**config.mk**
```make
export PLATFORM = sky130hd
export DESIGN_NAME = btb_update_ctrl
export DESIGN_NICKNAME = d
export VERILOG_FILES = /design/src/rtl/btb_update_ctrl.sv
export SDC_FILE = /design/constraint.sdc
export NUM_CORES = 2
export LEC_CHECK = 0
export BUFFER_PORTS_ARGS = -buffer_cell sky130_fd_sc_hd__clkbuf_2
export CAP_MARGIN = 25
export CORE_ASPECT_RATIO = 1.75
export CORE_UTILIZATION = 40
export CTS_CLUSTER_SIZE = 25
export DETAILED_ROUTE_END_ITERATION = 12
export PLACE_DENSITY = 0.57
export REMOVE_ABC_BUFFERS = 1
export SETUP_SLACK_MARGIN = 0.4
export SYNTH_ARGS = -nofsm -noshare
export SYNTH_HDL_FRONTEND = slang
export SYNTH_SLANG_ARGS = --single-unit
```
**constraint.sdc**
```tcl
create_clock -name clk -period 5.12 [get_ports clk]
set_clock_uncertainty 0.05 [all_clocks]
set_input_delay 0.512 -clock clk [delete_from_list [all_inputs] [get_ports clk]]
set_output_delay 0.512 -clock clk [all_outputs]
set_load 0.02 [all_outputs]
```
**src/rtl/btb_update_ctrl.sv**
```systemverilog
// BTB storage owner: 8-set x 2-way array plus LRU, EX update queue and a
// read-modify-write sequencer with a whole-table flush walk.
module btb_update_ctrl (
  input  logic         clk,
  input  logic         rst_n,
  input  logic [2:0]   if_index,
  output logic [127:0] if_read_set,
  output logic [7:0]   if_lru,
  input  logic         if_lru_we,
  input  logic         if_next_lru,
  input  logic         upd_valid,
  output logic         upd_ready,
  input  logic [31:0]  upd_pc,
  input  logic [31:0]  upd_target,
  input  logic         upd_taken,
  input  logic         flush,
  output logic         busy
);
  localparam logic [1:0] S_IDLE  = 2'd0;
  localparam logic [1:0] S_RD    = 2'd1;
  localparam logic [1:0] S_WR    = 2'd2;
  localparam logic [1:0] S_FLUSH = 2'd3;

  logic [127:0] r_arr [8];
  logic [7:0]   r_lru;
  logic [31:2]  r_q_pc  [2];
  logic [31:0]  r_q_tgt [2];
  logic [1:0]   r_q_tk;
  logic         r_wp, r_rp;
  logic [1:0]   r_qn;
  logic [1:0]   r_st;
  logic [2:0]   r_fcnt;
  logic [31:2]  r_w_pc;
  logic [31:0]  r_w_tgt;
  logic         r_w_tk;
  logic [127:0] r_w_set;
  logic         r_w_lru;

  logic         w_empty, w_push, w_pop, w_unused;
  logic [2:0]   w_idx;
  logic [26:0]  w_tag;
  logic [63:0]  w_way1, w_way2;
  logic         w_hit1, w_hit2, w_vic2, w_wr_en, w_new_lru;
  logic [127:0] w_new_set;

  assign w_unused    = ^upd_pc[1:0];
  assign if_read_set = r_arr[if_index];
  assign if_lru      = r_lru;
  assign w_empty     = (r_qn == 2'd0);
  assign upd_ready   = (r_qn != 2'd2) && (r_st != S_FLUSH);
  assign busy        = (r_st != S_IDLE) || !w_empty;
  assign w_push      = upd_valid && upd_ready && !flush;
  assign w_pop       = !flush && !w_empty && ((r_st == S_IDLE) || (r_st == S_WR));

  assign w_idx  = r_w_pc[4:2];
  assign w_tag  = r_w_pc[31:5];
  assign w_way1 = r_w_set[127:64];
  assign w_way2 = r_w_set[63:0];
  assign w_hit1 = w_way1[63] && (w_way1[62:36] == w_tag);
  assign w_hit2 = !w_hit1 && w_way2[63] && (w_way2[62:36] == w_tag);
  // Replace way2 only when way1 is valid and either way2 is free or way1 is MRU.
  assign w_vic2 = w_way1[63] && (!w_way2[63] || !r_w_lru);

  function automatic logic [1:0] f_step(input logic [1:0] st, input logic tk);
    case (st)
      2'b00:   f_step = tk ? 2'b01 : 2'b00;
      2'b01:   f_step = tk ? 2'b11 : 2'b00;
      2'b11:   f_step = tk ? 2'b10 : 2'b01;
      default: f_step = tk ? 2'b10 : 2'b11;
    endcase
  endfunction

  function automatic logic [63:0] f_way(input logic [26:0] tag, input logic [31:0] tgt,
                                        input logic [1:0] st);
    f_way = {1'b1, tag, tgt, st, 2'b00};
  endfunction

  always_comb begin
    w_new_set = r_w_set;
    w_new_lru = r_w_lru;
    w_wr_en   = 1'b0;
    if (w_hit1) begin
      w_new_set[127:64] = f_way(w_tag, r_w_tgt, f_step(w_way1[3:2], r_w_tk));
      w_new_lru = 1'b0;
      w_wr_en   = 1'b1;
    end else if (w_hit2) begin
      w_new_set[63:0] = f_way(w_tag, r_w_tgt, f_step(w_way2[3:2], r_w_tk));
      w_new_lru = 1'b1;
      w_wr_en   = 1'b1;
    end else if (r_w_tk) begin
      if (w_vic2) w_new_set[63:0]   = f_way(w_tag, r_w_tgt, 2'b11);
      else        w_new_set[127:64] = f_way(w_tag, r_w_tgt, 2'b11);
      w_new_lru = w_vic2;
      w_wr_en   = 1'b1;
    end
  end

  always_ff @(posedge clk or negedge rst_n) begin
    if (!rst_n) begin
      for (int i = 0; i < 8; i++) r_arr[i] <= '0;
      for (int i = 0; i < 2; i++) begin
        r_q_pc[i]  <= '0;
        r_q_tgt[i] <= '0;
      end
      r_lru   <= '0;
      r_q_tk  <= '0;
      r_wp    <= 1'b0;
      r_rp    <= 1'b0;
      r_qn    <= '0;
      r_st    <= S_IDLE;
      r_fcnt  <= '0;
      r_w_pc  <= '0;
      r_w_tgt <= '0;
      r_w_tk  <= 1'b0;
      r_w_set <= '0;
      r_w_lru <= 1'b0;
    end else begin
      // Later writes override earlier ones, so the WR update wins an LRU collision.
      if (r_st != S_FLUSH && if_lru_we) r_lru[if_index] <= if_next_lru;
      if (r_st == S_FLUSH) begin
        r_arr[r_fcnt] <= '0;
        r_lru[r_fcnt] <= 1'b0;
      end
      if (r_st == S_WR && !flush && w_wr_en) begin
        r_arr[w_idx] <= w_new_set;
        r_lru[w_idx] <= w_new_lru;
      end

      if (flush) begin
        r_qn <= '0;
        r_wp <= 1'b0;
        r_rp <= 1'b0;
      end else begin
        if (w_push) begin
          r_q_pc[r_wp]  <= upd_pc[31:2];
          r_q_tgt[r_wp] <= upd_target;
          r_q_tk[r_wp]  <= upd_taken;
          r_wp          <= ~r_wp;
        end
        if (w_pop) begin
          r_w_pc  <= r_q_pc[r_rp];
          r_w_tgt <= r_q_tgt[r_rp];
          r_w_tk  <= r_q_tk[r_rp];
          r_rp    <= ~r_rp;
        end
        case ({w_push, w_pop})
          2'b10:   r_qn <= r_qn + 2'd1;
          2'b01:   r_qn <= r_qn - 2'd1;
          default: r_qn <= r_qn;
        endcase
      end

      if (flush) begin
        r_st   <= S_FLUSH;
        r_fcnt <= '0;
      end else begin
        case (r_st)
          S_IDLE: if (!w_empty) r_st <= S_RD;
          S_RD: begin
            r_w_set <= r_arr[w_idx];
            r_w_lru <= r_lru[w_idx];
            r_st    <= S_WR;
          end
          S_WR:    r_st <= w_empty ? S_IDLE : S_RD;
          default: begin
            if (r_fcnt == 3'd7) r_st <= S_IDLE;
            r_fcnt <= r_fcnt + 3'd1;
          end
        endcase
      end
    end
  end
endmodule

```
# --- Word-level counts from Yosys, hierarchy flattened ---
# Index checks and enable logic that the tools add are counted.
word_totals:
  elab_cells: 188
  ff_bits: 1359
  output_inout_bits: 138
  in_bits: 74
classes:
  n_mux: 75
  magnitude_cmp: 17
  n_reduce_logical: 41
  addsub: 3
  n_bitwise: 12
  eq_ne: 16
ops:
  columns: ["op", "n"]
  rows:
  - ["2-to-1 mux 1024 bit", 2]
  - ["bitwise AND 1024 bit", 1]
  - ["bitwise mux 1024 bit", 1]
  - ["inverter 1024 bit", 1]
  - ["2-to-1 mux 128 bit", 7]
  - ["binary-select mux 128 bit (select 3 bit)", 2]
  - ["demux 128 bit (select 3 bit)", 2]
  - ["2-to-1 mux 64 bit", 6]
  - ["2-to-1 mux 32 bit", 4]
  - ["2-to-1 mux 30 bit", 4]
  - ["bitwise mux 64 bit", 1]
  - ["bitwise mux 60 bit", 1]
  - ["equality test 27 bit", 2]
  - ["demux 32 bit (select 1 bit)", 1]
  - ["demux 30 bit (select 1 bit)", 1]
  - ["2-to-1 mux 8 bit", 3]
  - ["2-to-1 mux 1 bit", 20]
  - ["logical AND 1 bit", 19]
  - ["one-hot mux 2 bit (3 select lines)", 3]
  - ["bitwise mux 8 bit", 2]
  - [">= comparator 4 bit, second input constant", 3]
  - ["less-than comparator 3 x 4 -> 1 bit, second input constant", 3]
  - ["2-to-1 mux 2 bit", 6]
  - ["inverter 3 -> 4 bit", 3]
  - ["other kinds (33)", 66]

# --- Logic depth before layout (Yosys ltp) ---
depth:
  depth_word: 10
  ltp_mapped: 10
  depth_no_buf: 7

# --- Worst setup path after synthesis ---
# OpenSTA, ideal clock, no wires.
synth_path:
  path_kind: "input -> output"
  start: "input port if_index[0]"
  end: "output port if_read_set[109]"
  t_arrival_ns: 2.559
  cell_stages: 5
  slack_ns: 1.999
  required_ns: 4.558
  path_buffers: 3
  path_cell_list: "clkbuf_1 clkbuf_1 buf_1 mux4_2 mux2_2"
synth_via:
  elab_chain_len: 4
synth_rtl:
  columns: ["item", "line_no", "rtl"]
  rows:
  - ["from (decl)", "6", "input logic [2:0] if_index,"]
  - ["inverter 3 -> 4 bit (not written as such)", "47", "assign if_read_set = r_arr[if_index];"]
  - ["binary-select mux 128 bit (select 3 bit)", "47", null]
  - ["2-to-1 mux 128 bit (not written as such) (2 in series)", "47", null]
  - ["to (decl)", "7", "output logic [127:0] if_read_set,"]
# No other way between the ends. The select of a mux whose other input is x is not followed.

# --- Final worst setup path ---
layout_path:
  start: "register r_w_pc[15] (netlist name)"
  end: "register r_arr[399] (netlist name)"
layout_via:
  elab_chain_len: 9
  elab_cells_between_ends: 13
  cone_classes: "2 x eq/ne; 6 x mux; 5 x reduce/logical"
layout_rtl:
  columns: ["item", "line_no", "rtl"]
  rows:
  - ["from (decl)", "33", "logic [31:2] r_w_pc;"]
  - ["from (signal assigned)", "141", "r_w_pc <= r_q_pc[r_rp];"]
  - ["equality test 27 bit", "59", "assign w_hit1 = w_way1[63] && (w_way1[62:36] == w_tag);"]
  - ["logical AND 1 bit", "59", null]
  - ["zero test 1 bit", "60", "assign w_hit2 = !w_hit1 && w_way2[63] && (w_way2[62:36] == w_tag);"]
  - ["logical AND 1 bit (2 in series)", "60", null]
  - ["2-to-1 mux 64 bit / 2-to-1 mux 1 bit (equally long branches)", "86", "end else if (w_hit2) begin"]
  - ["2-to-1 mux 64 bit / 2-to-1 mux 1 bit (equally long branches)", "82", "if (w_hit1) begin"]
  - ["bitwise mux 1024 bit / logical AND 1 bit (equally long branches)", "125, 124", null]
  - ["2-to-1 mux 1024 bit (*)", "124", "if (r_st == S_WR && !flush && w_wr_en) begin"]
  - ["to (signal, indexed assignment)", "125", "r_arr[w_idx] <= w_new_set;"]
  - ["to (decl)", "24", "logic [127:0] r_arr [8];"]
# Every way passes the cells marked *; elsewhere a longest branch is shown, timed or not.
# A chain may end at the register's enable or synchronous reset.

==> PnR_summary.wiki <==
{| class="wikitable"
! Metric !! Value
|-
| Count of nets after finishing || around 6,300
|-
| #FFs+latches synth || 1,359
|-
| Final total power || between 30,000 and 40,000 uW
|-
| Number of DRC violations after detailed routing || 0
|-
| Setup CP Type || reg -> reg
|-
| Most frequent cells in the layout || sky130_fd_sc_hd__dfrtp_1 (1,355), sky130_fd_sc_hd__nand3_1 (1,029), sky130_fd_sc_hd__o21ai_1 (550)
|-
| Max-cap violations || 0
|-
| Setup Fix Bufs, Post-CTS || 0
|-
| Hold Violations, Final || 0
|-
| Final critical-path setup slack || roughly 850 ps
|-
| Worst reg2reg startpoint || r_w_pc[15]
|-
| IO Count || between 200 and 250
|-
| Clock period minus worst slack || about 4300 ps
|-
| Met1 global-route usage || 0.361
|-
| IO buf count || around 210
|-
| Max H-tree Level || 4
|-
| Number of global-route vias before repair || around 55,000
|-
| Tcrit/Tclk final || 0.834
|-
| Hold Crit Class || in -> reg
|-
| Number of instances on the worst hold path || 3
|-
| Core region area || around 170,000 sq um
|-
| Terminating pin of the worst hold path || r_qn[0]
|-
| Horizontal extent of the die || roughly 310 um
|-
| Kind of end point of the critical path || register
|-
| Gr busiest metal || met2
|-
| Met3 global-route usage || 0.0422
|-
| Pre-CTS setup slack || approximately 920 ps
|-
| Worst supply voltage drop on vdd || ~0.33 mV
|-
| Share of post-route cells with drive strength above 1 || 0.216
|-
| Mapped Area || roughly 68,000 sq um
|-
| Final HPWL DP || 133,000 um
|-
| Sinks on the clock net || 1,359
|-
| Final setup violation count || 0
|-
| Cell count of the worst reg-to-reg path || 8
|-
| Run status || finished, final reports clean
|-
| Headroom to the max-slew limit || 0.246
|-
| Detailed-routing iteration count for the pre-antenna-repair pass || 6
|-
| Detailed-route wire length per cell || roughly 29 um
|-
| Maximum clock frequency || roughly 230 MHz
|-
| Clock latency on the worst-skew pair || roughly 800 ps
|-
| Worst slew pin tran || roughly 1100 ps
|-
| Global routing usage on met2 || 0.470
|-
| TritonCTS buffer count || 141
|-
| Die span in y || approximately 550 um
|-
| Routability cong. || approximately 0.82
|-
| Net Switching || 10,400 uW
|-
| Yosys warns || 0
|-
| Clock tree from TritonCTS || built
|-
| Power share of the combinational group || 0.236
|-
| Part of the power in the clock network || 0.338
|-
| Min-Delay Startpoint || upd_valid
|-
| Sequential fraction of design power || 0.427
|-
| Ratio of routed vias to standard cells || around 6.4
|-
| Max Root-Sink Buffers || 4
|-
| Total negative setup slack || 0 ps
|-
| Average instance area after synthesis || between 10 and 15 sq um
|-
| Cell leakage power || between 0.03 and 0.04 uW
|-
| Initial antenna violation count || 5
|-
| Gates resized, CTS repair || 0
|-
| Switching part of the total power || 0.340
|-
| Starting density of the core || 0.404
|-
| Largest net degree at the start of global routing || between 150 and 200
|-
| Total grt overflow || 0
|-
| Register-to-register setup slack || ~850 ps
|-
| Worst-path clk slew || approximately 60 ps
|-
| Crit path launch type || register
|-
| Distinct cell type count after synthesis || between 50 and 60
|-
| Reg2reg end || r_arr[399]
|-
| Cell Int Power || about 20,000 uW
|-
| Filler cells || around 16,000
|-
| Detailed-route via count || 54,090
|-
| Data arrival, critical path || 4860 ps
|-
| Wire length of the first global-routing pass || between 300,000 and 400,000 um
|-
| Pwr/cell area || between 400 and 500 nW/um^2
|-
| Area of the die || 171,000 sq um
|-
| Sequential share of the synthesized area || 0.501
|-
| Instance count of the mapped netlist || 6,255
|-
| Max Transition Viols Final || 0
|-
| Row count || ~200
|-
| DRC marker count from the first detailed-route iteration || ~5,400
|-
| Synth-to-layout area growth || 12.6%
|-
| WL final || roughly 240,000 um
|-
| CTS Root Cell || sky130_fd_sc_hd__clkbuf_16
|-
| Maximum fanout along the worst path || 16
|-
| Most frequent standard cell in the layout excluding fill and tap cells || sky130_fd_sc_hd__dfrtp_1
|-
| Combined global-route utilization of all metal layers || 0.282
|-
| Required time of the worst setup path || ~5700 ps
|-
| Unrepaired setup endpoints after global routing || no
|-
| Count of antenna-violating nets left after detailed routing || 0
|}
critical path, stage by stage, from the launching register on:
cell	delay, ps
sky130_fd_sc_hd__dfrtp_1	480
sky130_fd_sc_hd__xnor2_1	490
sky130_fd_sc_hd__nand4_1	380
sky130_fd_sc_hd__or4_4	670
sky130_fd_sc_hd__or2_4	290
sky130_fd_sc_hd__a21oi_4	550
sky130_fd_sc_hd__buf_12	330
sky130_fd_sc_hd__mux2i_1	620
sky130_fd_sc_hd__o21ai_0	210
synth_stat cells (all sizes together):
master / number / area, sq um
and3: 4 / 25.0
clkbuf: 506 / 1900
o211ai: 10 / 75.1
nor3b: 4 / 30.0
nor4bb: 1 / 10.0
dfrtp: 1359 / 34000
xor2: 26 / 228
or2: 2 / 15.0
a222oi: 1 / 10.0
nor3: 7 / 35.0
a22oi: 98 / 736
nor4: 7 / 43.8
a21oi: 323 / 1620
mux4: 265 / 5970
nand3: 1031 / 5160
nand2b: 12 / 75.1
mux2i: 286 / 3080
or4: 2 / 22.5
nand4: 9 / 56.3
nor2b: 9 / 56.3
nand2: 79 / 297
o21ai: 1058 / 5300
a22o: 29 / 254
buf: 124 / 643
ha: 2 / 25.0
nor2: 304 / 1150
xnor2: 32 / 280
a211oi: 26 / 200
a31oi: 28 / 175
a32o: 8 / 80.1
inv: 5 / 18.8
o311a: 1 / 10.0
or3: 1 / 6.26
a21o: 1 / 7.51
mux2: 429 / 4830
nand3b: 6 / 45.0
a211o: 1 / 8.76
o31ai: 1 / 7.51
a221oi: 141 / 1230
o22ai: 9 / 56.3
o221ai: 1 / 8.76
and2: 7 / 43.8
metal layers:
metal	vias to the layer above	share of wire
met1	27912	0.40
met3	560	0.073
li1	23240	-
met4	6	0.046
met5	-	0.00014
met2	2372	0.48
cell type report:
class                      instances  area [sq um]  share of cell area
inverter                           5          18.8            0.000246
tap                             2211          2770              0.0362
clock inverter                    26           200             0.00262
sequential                      1359         34000               0.446
antenna                            1          2.50           0.0000328
timing repair buffer             419          3580              0.0469
multi-input combinational       4261         31400               0.412
clock buffer                     213          4310              0.0564
flip-flops by register name, indices dropped and copies added (netlist names):
register and flops:
r_w_pc 30, r_w_tk 1, r_q_tk 2, r_w_tgt 32, r_rp 1, r_wp 1, r_st 2, r_fcnt 3
r_w_set 128, r_q_tgt 64, r_q_pc 60, r_w_lru 1, r_arr 1024, if_lru 8, r_qn 2
worst max path at each step:
stage                          start          end  cells after the start
after floorplan            r_w_pc[2]  r_arr[1023]                      3
after global placement    r_w_pc[15]   r_arr[540]                      8
after detailed placement  r_w_pc[15]   r_arr[400]                      8
after CTS                 r_w_pc[15]   r_arr[528]                      8
after global routing      r_w_pc[15]   r_arr[399]                      8
final                     r_w_pc[15]   r_arr[399]                      8
per-stage QoR:
step           instance area [sq um]  hold WS (ps)  instances  utilization
2_1_floorplan                  65300           166       5625            -
3_3_place_gp                   71200           437       8190        0.423
3_5_place_dp                   71200           444       8190        0.423
4_1_cts                        76300          20.6       8493        0.454
5_1_grt                        76300          71.6       8495        0.454
6_report                       76300          60.0       8495        0.454
cell families (layout without fill, tap and decap cells):
| kind of cell | count (synthesis) | after routing | synth area share |
|---|---|---|---|
| xor gates and xnor gates | 58 | 58 | 0.00749 |
| adders and majority gates | 2 | 2 | 0.000369 |
| DFF | 1359 | 1359 | 0.501 |
| buffers and inverters | 635 | 663 | 0.0378 |
| and+or+nand+nor | 1485 | 1485 | 0.104 |
| muxes | 980 | 980 | 0.205 |
| other | 0 | 1 | 0 |
| AOI/OAI and AO/OA | 1736 | 1736 | 0.144 |
power groups by stage:
| stage | combinational [uW] | sequential [uW] | clock, uW |
|---|---|---|---|
| global placement | 7010 | 13100 | 0 |
| CTS | 7140 | 13000 | 10500 |
| finish | 7200 | 13000 | 10300 |
| global route | 7650 | 13200 | 10900 |
| detailed placement | 7070 | 13200 | 0 |
| floorplan | 4250 | 13100 | 0 |
what timing repair did:
item / 4_1_cts / 5_1_grt
hold buffers: 64 / 0
setup endpoints to repair: 0 / 0
hold endpoints to repair: 234 / 0
Note: power is estimated with default switching activity, not from simulation.
